[src/rtl/mem_access_ctrl_pkg.sv]
// Shared types and constants for the MEM-stage main-memory access controller.
package mem_access_pkg;

    typedef enum logic [1:0] {
        IDLE = 2'd0,
        BUSY = 2'd1,
        DONE = 2'd2
    } mem_state_t;

    // Widest data bus the error pattern covers; users slice it to DATA_W.
    localparam int MAX_DATA_W = 64;

    // Read data returned when a transaction times out.
    localparam logic [MAX_DATA_W-1:0] MEM_ERR_DATA = '1;

    // Wait cycles allowed for mem_ack before declaring a bus error.
    localparam int DEFAULT_TIMEOUT = 255;

    // Counter width able to hold the value TIMEOUT; a disabled timeout still
    // needs a one-bit counter so the port list stays legal.
    function automatic int cnt_width(input int timeout);
        return (timeout > 0) ? $clog2(timeout + 1) : 1;
    endfunction

endpackage

[src/rtl/mem_access_ctrl_wait_counter.sv]
// Saturating wait-cycle counter with a terminal-count flag that marks the last
// BUSY cycle allowed before a bus timeout.
import mem_access_pkg::*;

module wait_counter #(
    parameter int TIMEOUT = DEFAULT_TIMEOUT
) (
    input  logic clk,
    input  logic reset,
    input  logic clear,
    input  logic enable,
    output logic expired
);

    localparam int CNT_W = cnt_width(TIMEOUT);

    // The counter never needs to go beyond TIMEOUT, so it stops there.
    localparam logic [CNT_W-1:0] SAT_VAL = (TIMEOUT > 0) ? CNT_W'(TIMEOUT) : '1;

    // Holding TIMEOUT-1 while still waiting means this cycle is the
    // TIMEOUT-th one without an ack.
    localparam logic [CNT_W-1:0] TC_VAL = (TIMEOUT > 0) ? CNT_W'(TIMEOUT - 1) : '0;

    logic [CNT_W-1:0] count;

    // Count unacknowledged BUSY cycles; clear restarts each transaction.
    always_ff @(posedge clk or negedge reset) begin
        if (!reset) begin
            count <= '0;
        end else if (clear) begin
            count <= '0;
        end else if (enable && (count != SAT_VAL)) begin
            count <= count + CNT_W'(1);
        end
    end

    // Terminal count is only meaningful while waiting and with a nonzero limit.
    always_comb begin
        expired = enable && (TIMEOUT != 0) && (count == TC_VAL);
    end

endmodule

[src/rtl/mem_access_ctrl.sv]
// MEM-stage main-memory access controller. Converts a single pipeline
// read/write request into a req/ack bus transaction, stalls the pipeline until
// the transaction completes, returns read data and flags bus timeouts.
//
// state | meaning
// ------+-------------------------------------------------------------
// IDLE  | no transaction; a pending request is latched onto the bus
// BUSY  | mem_req held, waiting for mem_ack or the timeout
// DONE  | one-cycle completion; pipeline advances, read data valid
import mem_access_pkg::*;

module mem_access_ctrl #(
    parameter int ADDR_W  = 16,
    parameter int DATA_W  = 16,
    parameter int TIMEOUT = DEFAULT_TIMEOUT
) (
    input  logic              clk,
    input  logic              reset,
    input  logic              main_mem_read,
    input  logic              main_mem_write,
    input  logic [ADDR_W-1:0] addr_mem,
    input  logic [DATA_W-1:0] wdata_mem,
    output logic              mem_req,
    output logic              mem_we,
    output logic [ADDR_W-1:0] mem_addr,
    output logic [DATA_W-1:0] mem_wdata,
    input  logic              mem_ack,
    input  logic [DATA_W-1:0] mem_rdata,
    output logic              stall,
    output logic [DATA_W-1:0] rdata,
    output logic              rdata_valid,
    output logic              bus_err
);

    localparam logic [DATA_W-1:0] ERR_DATA = MEM_ERR_DATA[DATA_W-1:0];

    mem_state_t state;
    logic       any_req;
    logic       wait_clear;
    logic       wait_en;
    logic       timed_out;

    assign any_req    = main_mem_read || main_mem_write;
    assign wait_clear = (state == IDLE);
    assign wait_en    = (state == BUSY) && !mem_ack;

    wait_counter #(
        .TIMEOUT (TIMEOUT)
    ) u_wait_counter (
        .clk     (clk),
        .reset   (reset),
        .clear   (wait_clear),
        .enable  (wait_en),
        .expired (timed_out)
    );

    // Transaction FSM with registered bus outputs and read-return registers.
    always_ff @(posedge clk or negedge reset) begin
        if (!reset) begin
            state       <= IDLE;
            mem_req     <= 1'b0;
            mem_we      <= 1'b0;
            mem_addr    <= '0;
            mem_wdata   <= '0;
            rdata       <= '0;
            rdata_valid <= 1'b0;
            bus_err     <= 1'b0;
        end else begin
            rdata_valid <= 1'b0;
            case (state)
                IDLE: begin
                    if (any_req) begin
                        // A simultaneous read and write resolves to the write.
                        mem_we    <= main_mem_write;
                        mem_addr  <= addr_mem;
                        mem_wdata <= wdata_mem;
                        mem_req   <= 1'b1;
                        state     <= BUSY;
                    end
                end
                BUSY: begin
                    // An ack in the final allowed cycle still counts as success.
                    if (mem_ack) begin
                        mem_req <= 1'b0;
                        state   <= DONE;
                        if (!mem_we) begin
                            rdata       <= mem_rdata;
                            rdata_valid <= 1'b1;
                        end
                    end else if (timed_out) begin
                        mem_req <= 1'b0;
                        bus_err <= 1'b1;
                        state   <= DONE;
                        if (!mem_we) begin
                            rdata       <= ERR_DATA;
                            rdata_valid <= 1'b1;
                        end
                    end
                end
                DONE: begin
                    // The pipeline moves on this cycle, so the old request is
                    // not seen again.
                    state <= IDLE;
                end
                default: begin
                    state   <= IDLE;
                    mem_req <= 1'b0;
                end
            endcase
        end
    end

    // Stall from the moment a request appears until the bus transaction ends.
    always_comb begin
        stall = ((state == IDLE) && any_req) || (state == BUSY);
    end

endmodule

[config.mk]
export PLATFORM = sky130hd
export DESIGN_NAME = mem_access_ctrl
export DESIGN_NICKNAME = d
export VERILOG_FILES = /design/src/rtl/mem_access_ctrl_pkg.sv /design/src/rtl/mem_access_ctrl_wait_counter.sv /design/src/rtl/mem_access_ctrl.sv
export SDC_FILE = /design/constraint.sdc
export NUM_CORES = 1
export LEC_CHECK = 0
export BUFFER_PORTS_ARGS = -buffer_cell sky130_fd_sc_hd__buf_2
export CAP_MARGIN = 20
export CORE_MARGIN = 4
export CORE_UTILIZATION = 52
export CTS_CLUSTER_SIZE = 28
export DETAILED_ROUTE_END_ITERATION = 16
export MAX_ROUTING_LAYER = met4
export PLACE_DENSITY = 0.84
export SLEW_MARGIN = 0
export SYNTH_ARGS = -nofsm -noshare
export SYNTH_HDL_FRONTEND = slang
export SYNTH_SLANG_ARGS = --single-unit
[constraint.sdc]
create_clock -name clk -period 3.15 [get_ports clk]
set_clock_uncertainty 0.1 [all_clocks]
set_input_delay 0.63 -clock clk [delete_from_list [all_inputs] [get_ports clk]]
set_output_delay 0.63 -clock clk [all_outputs]
set_load 0.01 [all_outputs]
**After elaboration in Yosys (flattened, before gate mapping)**

Cells that the tools add are included.

- Register bits: 62
- Bits of input ports: 53
- Logic and storage cells: 53

- $add $sub $neg: 1
- Equal/unequal tests: 8
- Muxes and demuxes: 18
- Bitwise logic cells: 2
- Reductions and logical operators: 15

Operators by type and width:

| cell | number |
|---|---|
| 2-to-1 mux 16 bit | 4 |
| 2-to-1 mux 8 bit | 2 |
| adder 8 x 1 -> 8 bit, second input constant | 1 |
| == test 8 bit, second input constant | 1 |
| != test 8 bit, second input constant | 1 |
| 2-to-1 mux 1 bit | 7 |
| 2-to-1 mux 2 bit | 3 |
| != test 2 bit, second input constant | 3 |
| AND reduction 3 bit | 2 |
| logical AND 1 bit | 4 |
| case mux 2 bit (2 select lines) | 1 |
| AND reduction 2 bit | 2 |
| AND reduction 4 bit | 1 |
| nonzero test 2 bit | 2 |
| != test 3 bit, second input constant | 1 |
| case mux 1 bit (3 select lines) | 1 |
| == test 2 x 1 -> 1 bit, second input constant | 1 |
| == test 2 bit, second input constant | 1 |
| logical NOT 2 bit | 1 |
| logical OR 1 bit | 2 |
| NOT 1 bit | 2 |
| logical NOT 1 bit | 1 |

**Longest topological paths before layout**

- Word-level depth: 6
- Mapped depth: 5

**By module**

A second synthesis with hierarchy kept.

- Cells, all modules: 191
- Area, all modules: 2,710.1 um^2

By module, submodules not included:

| module | instances | cells an instance | area each (um^2) | sequential area each (um^2) |
|---|---|---|---|---|
| mem_access_ctrl | 1 | 140 | 2,209.6 | 1,351.3 |
| wait_counter | 1 | 51 | 500.5 | 200.2 |

**Least setup slack after synthesis**

OpenSTA, ideal clock, no wires.

- Path type: input to register
- From: input port mem_ack
- To: register u_wait_counter.count[5]
- Data arrival time: 1.498 ns
- Required time: 2.971 ns
- Slack: 1.473 ns
- Stages: 3
- Cells stage by stage: or3b_4 -> nor4b_4 -> mux2i_1

- Cells in the longest elaborated chain, start to end: 4

Ends and longest elaborated chain:

| item | RTL line | source |
|---|---|---|
| from (decl) | mem_access_ctrl.sv:27 | `input logic mem_ack,` |
| logical NOT 1 bit | mem_access_ctrl.sv:45 | `assign wait_en = (state == BUSY) && !mem_ack;` |
| logical AND 1 bit | mem_access_ctrl.sv:45 |  |
| logical AND 1 bit | mem_access_ctrl_wait_counter.sv:32 | `end else if (enable && (count != SAT_VAL)) begin` |
| nonzero test 2 bit (no line) | -- |  |
| to (signal assigned) | mem_access_ctrl_wait_counter.sv:33 | `count <= count + CNT_W'(1);` |
| to (decl) | mem_access_ctrl_wait_counter.sv:24 | `logic [CNT_W-1:0] count;` |

Every way passes these cells.
A chain may end at the register's enable or synchronous reset.

**Final worst setup path**

- From: register state[1]
- To: register mem_addr[2]

- Cells in the longest elaborated chain, start to end: 2

Ends and longest elaborated chain:

| item | RTL line | source |
|---|---|---|
| from (decl) | mem_access_ctrl.sv:37 | `mem_state_t state;` |
| from (signal assigned) | mem_access_ctrl.sv:60 | `state <= IDLE;` |
| from (signal assigned) | mem_access_ctrl.sv:78 | `state <= BUSY;` |
| from (signal assigned) | mem_access_ctrl.sv:85 | `state <= DONE;` |
| logical NOT 2 bit | mem_access_ctrl.sv:70 | `case (state)` |
| AND reduction 2 bit (no line) | -- |  |
| to (signal assigned) | mem_access_ctrl.sv:75 | `mem_addr <= addr_mem;` |
| to (decl) | mem_access_ctrl.sv:25 | `output logic [ADDR_W-1:0] mem_addr,` |

Every way passes these cells.

==> load_flow_metrics.sql <==
INSERT INTO impl_metrics (metric_group, metric, value, unit) VALUES
('final_layout', 'nets', '376', ''),
('setup_path', 'cp.buffers_inverters', '0', ''),
('setup_path', 'cp-end-kind', 'flop', ''),
('timing', 'worst_slew_pin_slew', '0.966', 'ns'),
('floorplanning', 'boundaryPins', '106', ''),
('pwr', 'clock_power_share', '19.1', '%'),
('timing', 'clock.fmax', '448', 'MHz'),
('synth', 'ys_seq_elements', '62', ''),
('clock_tree', 'clockRootBuffer', 'sky130_fd_sc_hd__clkbuf_8', ''),
('setup_path', 'worst-path-stages', '3', ''),
('timing', 'totalNegativeSetupSlack', '0', 'ns'),
('hold_path', 'kind_of_path_behind_the_tightest_hold_check', 'in2async', ''),
('flow_run', 'maxCapViolCount', '0', ''),
('floorplanning', 'placementRows', '26', ''),
('floorplanning', 'start_util', '53.4', '%'),
('pwr', 'ir_worst_vdd', '0.000568', 'V'),
('clock_tree', 'setup_repair_bufs_after_cts', '0', ''),
('drt', 'route.detailed.wl_per_inst', '14.6', 'µm'),
('floorplanning', 'core_area', '5070', 'µm²'),
('pwr', 'p_total', '3.23', 'mW'),
('pwr', 'cellInternalPower', '2.09', 'mW'),
('clock_tree', 'tritoncts', 'built', ''),
('synth', 'post_synth_instance_area', '2710', 'µm²'),
('setup_path', 'setup.worst_path.start', 'state[1]', ''),
('setup_path', 'worst_setup_path_start_kind', 'flop', ''),
('clock_tree', 'clockBufferDepth', '2', ''),
('final_layout', 'finalCoreUtilization', '67.5', '%'),
('global_route', 'global_router_s_overall_resource_usage', '20.1', '%'),
('placement', 'place.gp.congestion', '0.883', ''),
('clock_tree', 'clkLatencyLatePin', '0.33', 'ns'),
('clock_tree', 'cts_repair_resize_count', '0', ''),
('drt', 'drt-total-wl', '5790', 'µm'),
('pwr', 'part_of_the_total_power_dissipated_in_combinational_logic', '39.2', '%'),
('synth', 'postSynth.asyncResetShare', '100', '%'),
('setup_path', 'worstPathCellList', 'or2_1, nor2_4, mux2_2', ''),
('synth', 'yosysUniqueCellTypes', '41', ''),
('drt', 'dr.pass1.iters', '4', ''),
('global_route', 'grt_first_pass_wirelength', '9590', 'µm'),
('final_layout', 'final-instance-count-excl-fill', '396', ''),
('synth', 'yosysWarningCount', '0', ''),
('global_route', 'via_count_of_the_first_global_routing_pass', '2088', ''),
('outcome', 'run_status', 'finished, final reports clean', ''),
('global_route', 'maximum_number_of_pins_on_one_net_before_global_route_repair', '33', ''),
('final_layout', 'post_route_cells_drive_above_1_share', '49.1', '%'),
('drt', 'first_drt_iteration_drcs', '70', ''),
('floorplanning', 'die_x', '80.2', 'µm'),
('drt', 'met2RoutedLength', '2730', 'µm'),
('synth', 'synthesis.area_per_instance', '12.6', 'µm²'),
('pwr', 'power.switching', '1.14', 'mW'),
('pwr', 'p_seq_share', '41.7', '%'),
('drt', 'm1WireLength', '2520', 'µm'),
('synth', 'ys.flop_type', 'sky130_fd_sc_hd__dfrtp_1', ''),
('setup_path', 'worst-setup-path-type', 'reg2reg', ''),
('drt', 'top_layer_used', 'met4', ''),
('placement', 'dp.cells', '380', ''),
('synth', 'synth_nets', '270', ''),
('clock_tree', 'numCtsBuffers', '9', ''),
('placement', 'dpl-instance-area', '3250', 'µm²'),
('setup_path', 'critical_path_required', '3.26', 'ns'),
('pwr', 'power_leakage', '1.67', 'nW'),
('setup_path', 'r2r_setup_slack', '0.92', 'ns'),
('setup_path', 'timing.rr.start', 'state[1]', ''),
('clock_tree', 'cts.sink_count', '62', ''),
('setup_path', 'critical_path_arrival', '2.34', 'ns'),
('synth', 'yosys-top-cells-area', 'sky130_fd_sc_hd__dfrtp_1 (57%), sky130_fd_sc_hd__mux2_2 (13%), sky130_fd_sc_hd__o22ai_1 (4.2%)', ''),
('floorplanning', 'dieHeight', '80.2', 'µm'),
('pwr', 'power-per-cell-area', '944', 'nW/µm²'),
('final_layout', 'synthToLayoutAreaGrowth', '26.5', '%'),
('clock_tree', 'post_cts_hold_buffer_count', '0', ''),
('drt', 'drc', '0', ''),
('setup_path', 'worst-path-max-fanout', '32', '');
[power groups by stage]
stage | clock network (mW) | registers, mW | logic [mW]
6_report | 0.618 | 1.35 | 1.27
2_1_floorplan | 0 | 1.48 | 0.720
5_1_grt | 0.674 | 1.39 | 1.39
3_5_place_dp | 0 | 1.36 | 1.29
3_3_place_gp | 0 | 1.35 | 1.24
4_1_cts | 0.635 | 1.35 | 1.29
[sequential cells by signal (all words and copies together), names as in the netlist]
register / cells
mem_addr: 16
mem_we: 1
u_wait_counter.count: 8
rdata: 16
state: 2
bus_err: 1
rdata_valid: 1
mem_req: 1
mem_wdata: 16
[worst max path at each step]
stage                              endpoint  slack [ns]
floorplan           u_wait_counter.count[5]        1.47
global placement               mem_addr[14]        0.98
detailed placement             mem_addr[11]        0.91
CTS                             mem_addr[2]        0.91
global route                    mem_addr[2]        0.81
finish                          mem_addr[2]        0.92
[cell usage in the layout, fill, tap and decap left out, types with 2 or more instances in the layout]
master,count
sky130_fd_sc_hd__a21oi_1,19
sky130_fd_sc_hd__and3_1,4
sky130_fd_sc_hd__buf_2,105
sky130_fd_sc_hd__buf_4,2
sky130_fd_sc_hd__clkbuf_1,2
sky130_fd_sc_hd__clkbuf_8,11
sky130_fd_sc_hd__clkinv_2,2
sky130_fd_sc_hd__dfrtp_1,62
sky130_fd_sc_hd__ha_1,2
sky130_fd_sc_hd__inv_1,17
sky130_fd_sc_hd__mux2_2,31
sky130_fd_sc_hd__mux2i_1,3
sky130_fd_sc_hd__nand2_1,9
sky130_fd_sc_hd__nand4_1,2
sky130_fd_sc_hd__nand4bb_1,2
sky130_fd_sc_hd__nor2_1,5
sky130_fd_sc_hd__nor2b_1,2
sky130_fd_sc_hd__nor3_1,2
sky130_fd_sc_hd__nor3b_2,2
sky130_fd_sc_hd__nor4b_4,2
sky130_fd_sc_hd__o22ai_1,18
[area by class of cell]
| cell class | count | area [µm²] |
|---|---|---|
| multi-input combinational | 124 | 1010 |
| clock inverter | 3 | 18.8 |
| sequential | 62 | 1550 |
| timing repair buffer | 107 | 541 |
| fill | 388 | 1650 |
| inverter | 17 | 63.8 |
| tap | 70 | 87.6 |
| clock buffer | 13 | 159 |
[cell families (layout without fill, tap and decap cells)]
group,after synthesis,count (layout),synth area share (%)
AO/OA/AOI/OAI,51,51,12.4
adder cells (fa/ha/maj),2,2,0.924
buffers and inverters,29,140,5.59
flip-flops,62,62,57.3
multiplexers,35,35,14.4
AND/OR/NAND/NOR,36,36,9.42
[metal layers]
metal	track usage (%)	vias up
li1	-	985
met1	23.4	1009
met2	31.6	83
met3	6.05	11
met4	9.97	0
met5	-	-
[metrics by stage]
stage,hold WS [ns],setup slack (ns)
2_1_floorplan,0.234,1.47
3_3_place_gp,0.349,0.978
3_5_place_dp,0.354,0.908
4_1_cts,0.0879,0.908
5_1_grt,0.105,0.805
6_report,0.0962,0.918
(Power assumes the default switching activity.)
